### src/rtl/mem_arb.sv
// Two-port memory arbiter: instruction fetch and data (load/store) share one
// memory port. Ties alternate between the requesters, and each access lasts MEM_LAT cycles.
//
// state  | meaning
// IDLE   | waiting for if_req / d_req, arbitration happens here
// ACCESS | memory port driven for MEM_LAT cycles
// DONE   | one-cycle rdy pulse to the winner

module mem_arb #(
    parameter int unsigned MEM_LAT = 2
) (
    input  logic        clk,
    input  logic        rst_f,
    input  logic        if_req,
    input  logic [15:0] if_addr,
    output logic        if_gnt,
    output logic        if_rdy,
    output logic [31:0] if_rdata,
    input  logic        d_req,
    input  logic        d_we,
    input  logic [15:0] d_addr,
    input  logic [31:0] d_wdata,
    output logic        d_gnt,
    output logic        d_rdy,
    output logic [31:0] d_rdata,
    output logic        mem_en,
    output logic        mem_we,
    output logic [15:0] mem_addr,
    output logic [31:0] mem_wdata,
    input  logic [31:0] mem_rdata,
    output logic        busy
);

    typedef enum logic [1:0] {
        IDLE   = 2'd0,
        ACCESS = 2'd1,
        DONE   = 2'd2
    } state_t;

    localparam logic [3:0] LAT_INIT = 4'(MEM_LAT);

    state_t      state_q, state_d;
    logic [3:0]  cnt_q, cnt_d;
    logic        last_data_q, last_data_d;
    logic        if_gnt_q, if_gnt_d;
    logic        if_rdy_q, if_rdy_d;
    logic [31:0] if_rdata_q, if_rdata_d;
    logic        d_gnt_q, d_gnt_d;
    logic        d_rdy_q, d_rdy_d;
    logic [31:0] d_rdata_q, d_rdata_d;
    logic        mem_en_q, mem_en_d;
    logic        mem_we_q, mem_we_d;
    logic [15:0] mem_addr_q, mem_addr_d;
    logic [31:0] mem_wdata_q, mem_wdata_d;
    logic        busy_q, busy_d;
    logic        pick_data;

    always_comb begin
        state_d     = state_q;
        cnt_d       = cnt_q;
        last_data_d = last_data_q;
        if_gnt_d    = 1'b0;
        if_rdy_d    = 1'b0;
        if_rdata_d  = if_rdata_q;
        d_gnt_d     = 1'b0;
        d_rdy_d     = 1'b0;
        d_rdata_d   = d_rdata_q;
        mem_en_d    = mem_en_q;
        mem_we_d    = mem_we_q;
        mem_addr_d  = mem_addr_q;
        mem_wdata_d = mem_wdata_q;
        // On a tie the requester that was not served last wins.
        pick_data   = d_req && (!if_req || !last_data_q);

        case (state_q)
            IDLE: begin
                if (if_req || d_req) begin
                    state_d     = ACCESS;
                    cnt_d       = LAT_INIT;
                    last_data_d = pick_data;
                    if_gnt_d    = !pick_data;
                    d_gnt_d     = pick_data;
                    mem_en_d    = 1'b1;
                    mem_we_d    = pick_data && d_we;
                    mem_addr_d  = pick_data ? d_addr : if_addr;
                    mem_wdata_d = (pick_data && d_we) ? d_wdata : 32'h0;
                end
            end
            ACCESS: begin
                cnt_d = cnt_q - 4'd1;
                if (cnt_q == 4'd1) begin
                    state_d     = DONE;
                    mem_en_d    = 1'b0;
                    mem_we_d    = 1'b0;
                    mem_addr_d  = 16'h0;
                    mem_wdata_d = 32'h0;
                    // The memory port mapping still holds this cycle, so mem_we_q tells load from store.
                    if (last_data_q) begin
                        d_rdy_d = 1'b1;
                        if (!mem_we_q) begin
                            d_rdata_d = mem_rdata;
                        end
                    end else begin
                        if_rdy_d   = 1'b1;
                        if_rdata_d = mem_rdata;
                    end
                end
            end
            DONE: begin
                state_d = IDLE;
            end
            default: begin
                state_d = IDLE;
            end
        endcase

        busy_d = (state_d != IDLE);
    end

    always_ff @(posedge clk or negedge rst_f) begin
        if (!rst_f) begin
            state_q     <= IDLE;
            cnt_q       <= 4'd0;
            last_data_q <= 1'b0;
            if_gnt_q    <= 1'b0;
            if_rdy_q    <= 1'b0;
            if_rdata_q  <= 32'h0;
            d_gnt_q     <= 1'b0;
            d_rdy_q     <= 1'b0;
            d_rdata_q   <= 32'h0;
            mem_en_q    <= 1'b0;
            mem_we_q    <= 1'b0;
            mem_addr_q  <= 16'h0;
            mem_wdata_q <= 32'h0;
            busy_q      <= 1'b0;
        end else begin
            state_q     <= state_d;
            cnt_q       <= cnt_d;
            last_data_q <= last_data_d;
            if_gnt_q    <= if_gnt_d;
            if_rdy_q    <= if_rdy_d;
            if_rdata_q  <= if_rdata_d;
            d_gnt_q     <= d_gnt_d;
            d_rdy_q     <= d_rdy_d;
            d_rdata_q   <= d_rdata_d;
            mem_en_q    <= mem_en_d;
            mem_we_q    <= mem_we_d;
            mem_addr_q  <= mem_addr_d;
            mem_wdata_q <= mem_wdata_d;
            busy_q      <= busy_d;
        end
    end

    assign if_gnt    = if_gnt_q;
    assign if_rdy    = if_rdy_q;
    assign if_rdata  = if_rdata_q;
    assign d_gnt     = d_gnt_q;
    assign d_rdy     = d_rdy_q;
    assign d_rdata   = d_rdata_q;
    assign mem_en    = mem_en_q;
    assign mem_we    = mem_we_q;
    assign mem_addr  = mem_addr_q;
    assign mem_wdata = mem_wdata_q;
    assign busy      = busy_q;

endmodule
### config.mk
export PLATFORM = sky130hd
export DESIGN_NAME = mem_arb
export DESIGN_NICKNAME = d
export VERILOG_FILES = /design/src/rtl/mem_arb.sv
export SDC_FILE = /design/constraint.sdc
export NUM_CORES = 1
export LEC_CHECK = 0
export ABC_AREA = 1
export CORE_UTILIZATION = 40
export DETAILED_ROUTE_END_ITERATION = 12
export PLACE_DENSITY = 0.75
export SYNTH_ARGS = -nofsm -noshare
export SYNTH_HDL_FRONTEND = slang
export SYNTH_SLANG_ARGS = --single-unit
### constraint.sdc
create_clock -name clk -period 1.7 [get_ports clk]
set_input_delay 0.34 -clock clk [delete_from_list [all_inputs] [get_ports clk]]
set_output_delay 0.34 -clock clk [all_outputs]
set_load 0.05 [all_outputs]
==> results.tsv, run 1 <==
stage	metric	value	unit
worst_hold_path	HP Class	in -> async	
timing	RSZ-0062 raised after global routing	false	
floorplanning	DIE AREA	14080	um^2
timing	Final Hold Viols	0	
finish	design area	8192	um^2
route	Vias	5166	
global_routing	gr usage total	0.2284	
clock_network	CTS Sinks	126	
timing	final setup vio count	0	
critical_path	crit-path max FO	25	
power_and_ir_drop	Pwr Total	19.05	mW
flow_run	max-cap viol count	0	
finish	Area Growth Syn to Fin	50.47	%
floorplanning	initial cell density of the core	0.4111	
power_and_ir_drop	Power per Cell Area	2326	nW/um^2
critical_path	reg-to-reg startpoint	cnt_q[1]	
timing	min cycle time layout	1.478	ns
floorplanning	die width	118.7	um
yosys	post-synthesis cell type count	22	
critical_path	crit path launch type	flop	
critical_path	required time worst endpoint	1.98	ns
placement	GPL Wtd Cong	0.8689	
placement	port buffer count	219	
global_routing	first-pass GRT wire length	25270	um
placement	DP Area	7590	um^2
critical_path	Critical R2R Capture	d_rdata[21]	
floorplanning	Vert. Die Dim	118.7	um
yosys	top_reg_cell synth	dfrtp_1	
route	initial drt markers	364	
clock_network	Clock Latency Late Sink	0.41	ns
placement	dpl hpwl	10820	um
floorplanning	core area	13240	um^2
clock_network	CTS Buffer Depth	2	
global_routing	GRT Residual Overflow	0	
yosys	synth warn	0	
timing	Slew Limit Fails	0	
timing	clock skew	0.009499	ns
timing	Slew HR	0.7448	
power_and_ir_drop	Peak VDD IR	955.1	uV
yosys	EDFF count, synth	0	
critical_path	Critical Path AT	1.76	ns
finish	share of cells above drive strength 1	0.2183	
clock_network	Clock Pin Slew Worst Setup and Hold Paths	0.05	ns
global_routing	largest net degree at the start of global routing	52	
yosys	syn_area_per_cell	8.852	um^2
yosys	post-synthesis sequential area ratio	0.5792	
yosys	Syn Inst Count	615	
floorplanning	row cnt	42	
run_status	status	complete, no violations	
clock_network	H-tree level count	4	
critical_path	reg2reg path depth	8	
timing	setup TNS	0	ns
timing	worst-margin pin slew	0.3828	ns
global_routing	vias in the first global route	5041	
timing	Tcrit/Tclk final	0.8695	
floorplanning	# IOs	220	
clock_network	TritonCTS clock tree	built	
route	routed len/inst	15.38	um
clock_network	Clk Tree Root Cell	clkbuf_16	
yosys	#FFs+latches synth	126	
route	DRC violations left	0	
route	Routed WL	15670	um
yosys	Post-Syn Area	5444	um^2
critical_path	Worst setup EP type	flop	
timing	FMAX	676.5	MHz
global_routing	initial antenna violation count	0	
route	via/cell ratio	5.070	
route	Final ANT Viol Nets	0	
finish	ant diodes	0	
critical_path	critical path class	reg -> reg	
power_and_ir_drop	Leakage	4.264	nW
yosys	Async SR Flop Fraction	1.000	
clock_network	TritonCTS buffer count	17	
route	DRT Pass-1 Iters	5	
critical_path	flop2flop setup slack	0.22	ns
finish	Final Net Count	934	
yosys	Synth Net Count	718	
## registers in the layout, summed over array words and instances, names as in the netlist, 2 cells and up
name       count
cnt_q          4
d_rdata       32
if_rdata      32
mem_addr      16
mem_wdata     32
state_q        2
## layout make-up
class                           instances  area [um^2]
Fill cell                            1136         5051
Sequential cell                       126         3153
Timing Repair Buffer                  243         2187
Multi-Input combinational cell        414         1931
Clock buffer                           24        481.7
Tap cell                              176        220.2
Clock inverter                          7        110.1
Inverter                               29        108.9
## power breakdown
part           internal, mW  switching, mW
Combinational          2.96           7.27
Clock                  2.40           1.23
Sequential             4.36          0.844
Total                  9.72           9.33
## layout by cell type, fill, tap and decap left out, types with 8 or more instances in the layout
cell | netlist | routed
nand4_1 | 32 | 32
buf_12 | 0 | 9
clkdlybuf4s50_1 | 0 | 99
nand3_1 | 134 | 134
clkbuf_16 | 0 | 17
nor2_1 | 9 | 8
dfrtp_1 | 126 | 126
nand2_1 | 206 | 205
inv_1 | 27 | 27
buf_4 | 15 | 134
nand3b_1 | 16 | 16
## timing repair
action	in CTS	in global routing
buffers inserted	0	0
resized for setup	0	0
hold buffers	1	0
endpoints found under the hold margin	24	0
## worst max-delay path, cell delays in order (launching register included)
cell and delay (ns):
dfrtp_1 0.38, inv_1 0.10, ha_1 0.18, nand2_1 0.07, inv_2 0.12, nand2_2 0.17, buf_12 0.21, nand2_1 0.07
nand2_1 0.05
## worst max path at each step
stage,slack [ns],from,end
2_1_floorplan,0.34,mem_we,d_rdata[0]
3_3_place_gp,0.06,d_req,last_data_q
3_5_place_dp,0.03,d_req,last_data_q
4_1_cts,0.21,cnt_q[1],d_rdata[8]
5_1_grt,0.11,cnt_q[1],d_rdata[12]
6_report,0.22,cnt_q[1],d_rdata[21]
## metrics by stage
stage | setup WS (ns) | hold WS [ns] | util | cells
6_report | 0.2218 | 0.3998 | 0.6186 | 1019
5_1_grt | 0.1086 | 0.4176 | 0.6186 | 1019
4_1_cts | 0.2116 | 0.3922 | 0.6186 | 1019
3_5_place_dp | 0.02655 | 0.2917 | 0.5731 | 987
3_3_place_gp | 0.06176 | 0.2872 | 0.5731 | 987
2_1_floorplan | 0.3446 | 0.04441 | - | 615
## Yosys cell counts (2+ instances only)
library cell	count	area [um^2]
buf_1	2	7.510
nand3_1	134	670.6
ha_1	2	25.02
nor2_2	3	18.77
buf_2	19	95.09
inv_1	27	101.4
nand4_1	32	200.2
inv_2	2	7.510
nand2_1	206	773.2
nor2_1	9	33.78
dfrtp_1	126	3153
clkbuf_1	8	30.03
nand2_2	5	31.28
o21ai_0	3	15.01
nand3b_1	16	120.1
buf_4	15	112.6
## logic make-up after synthesis
logic type,share of synthesized area
adder cells (fa/ha/maj),0.004596
AND/OR/NAND/NOR,0.3413
buffers and inverters,0.06803
AO/OA/AOI/OAI,0.006896
flip-flops,0.5792
## metal layers
| layer | track usage | wire, um | vias up |
|---|---|---|---|
| li1 | - | - | 2452 |
| met2 | 0.3666 | 7521 | 230 |
| met4 | 0.08465 | 280 | 0 |
| met3 | 0.08012 | 1385 | 22 |
| met5 | 0 | 0 | - |
| met1 | 0.2833 | 6487 | 2462 |
Note: power is estimated with default switching activity, not from simulation.
==> inputs of run 2 (changes only) <==
- TNS_END_PERCENT: default -> 1
==> results of run 2 <==
Same layout as run 1: the final DEF is identical, and so are final timing and power.
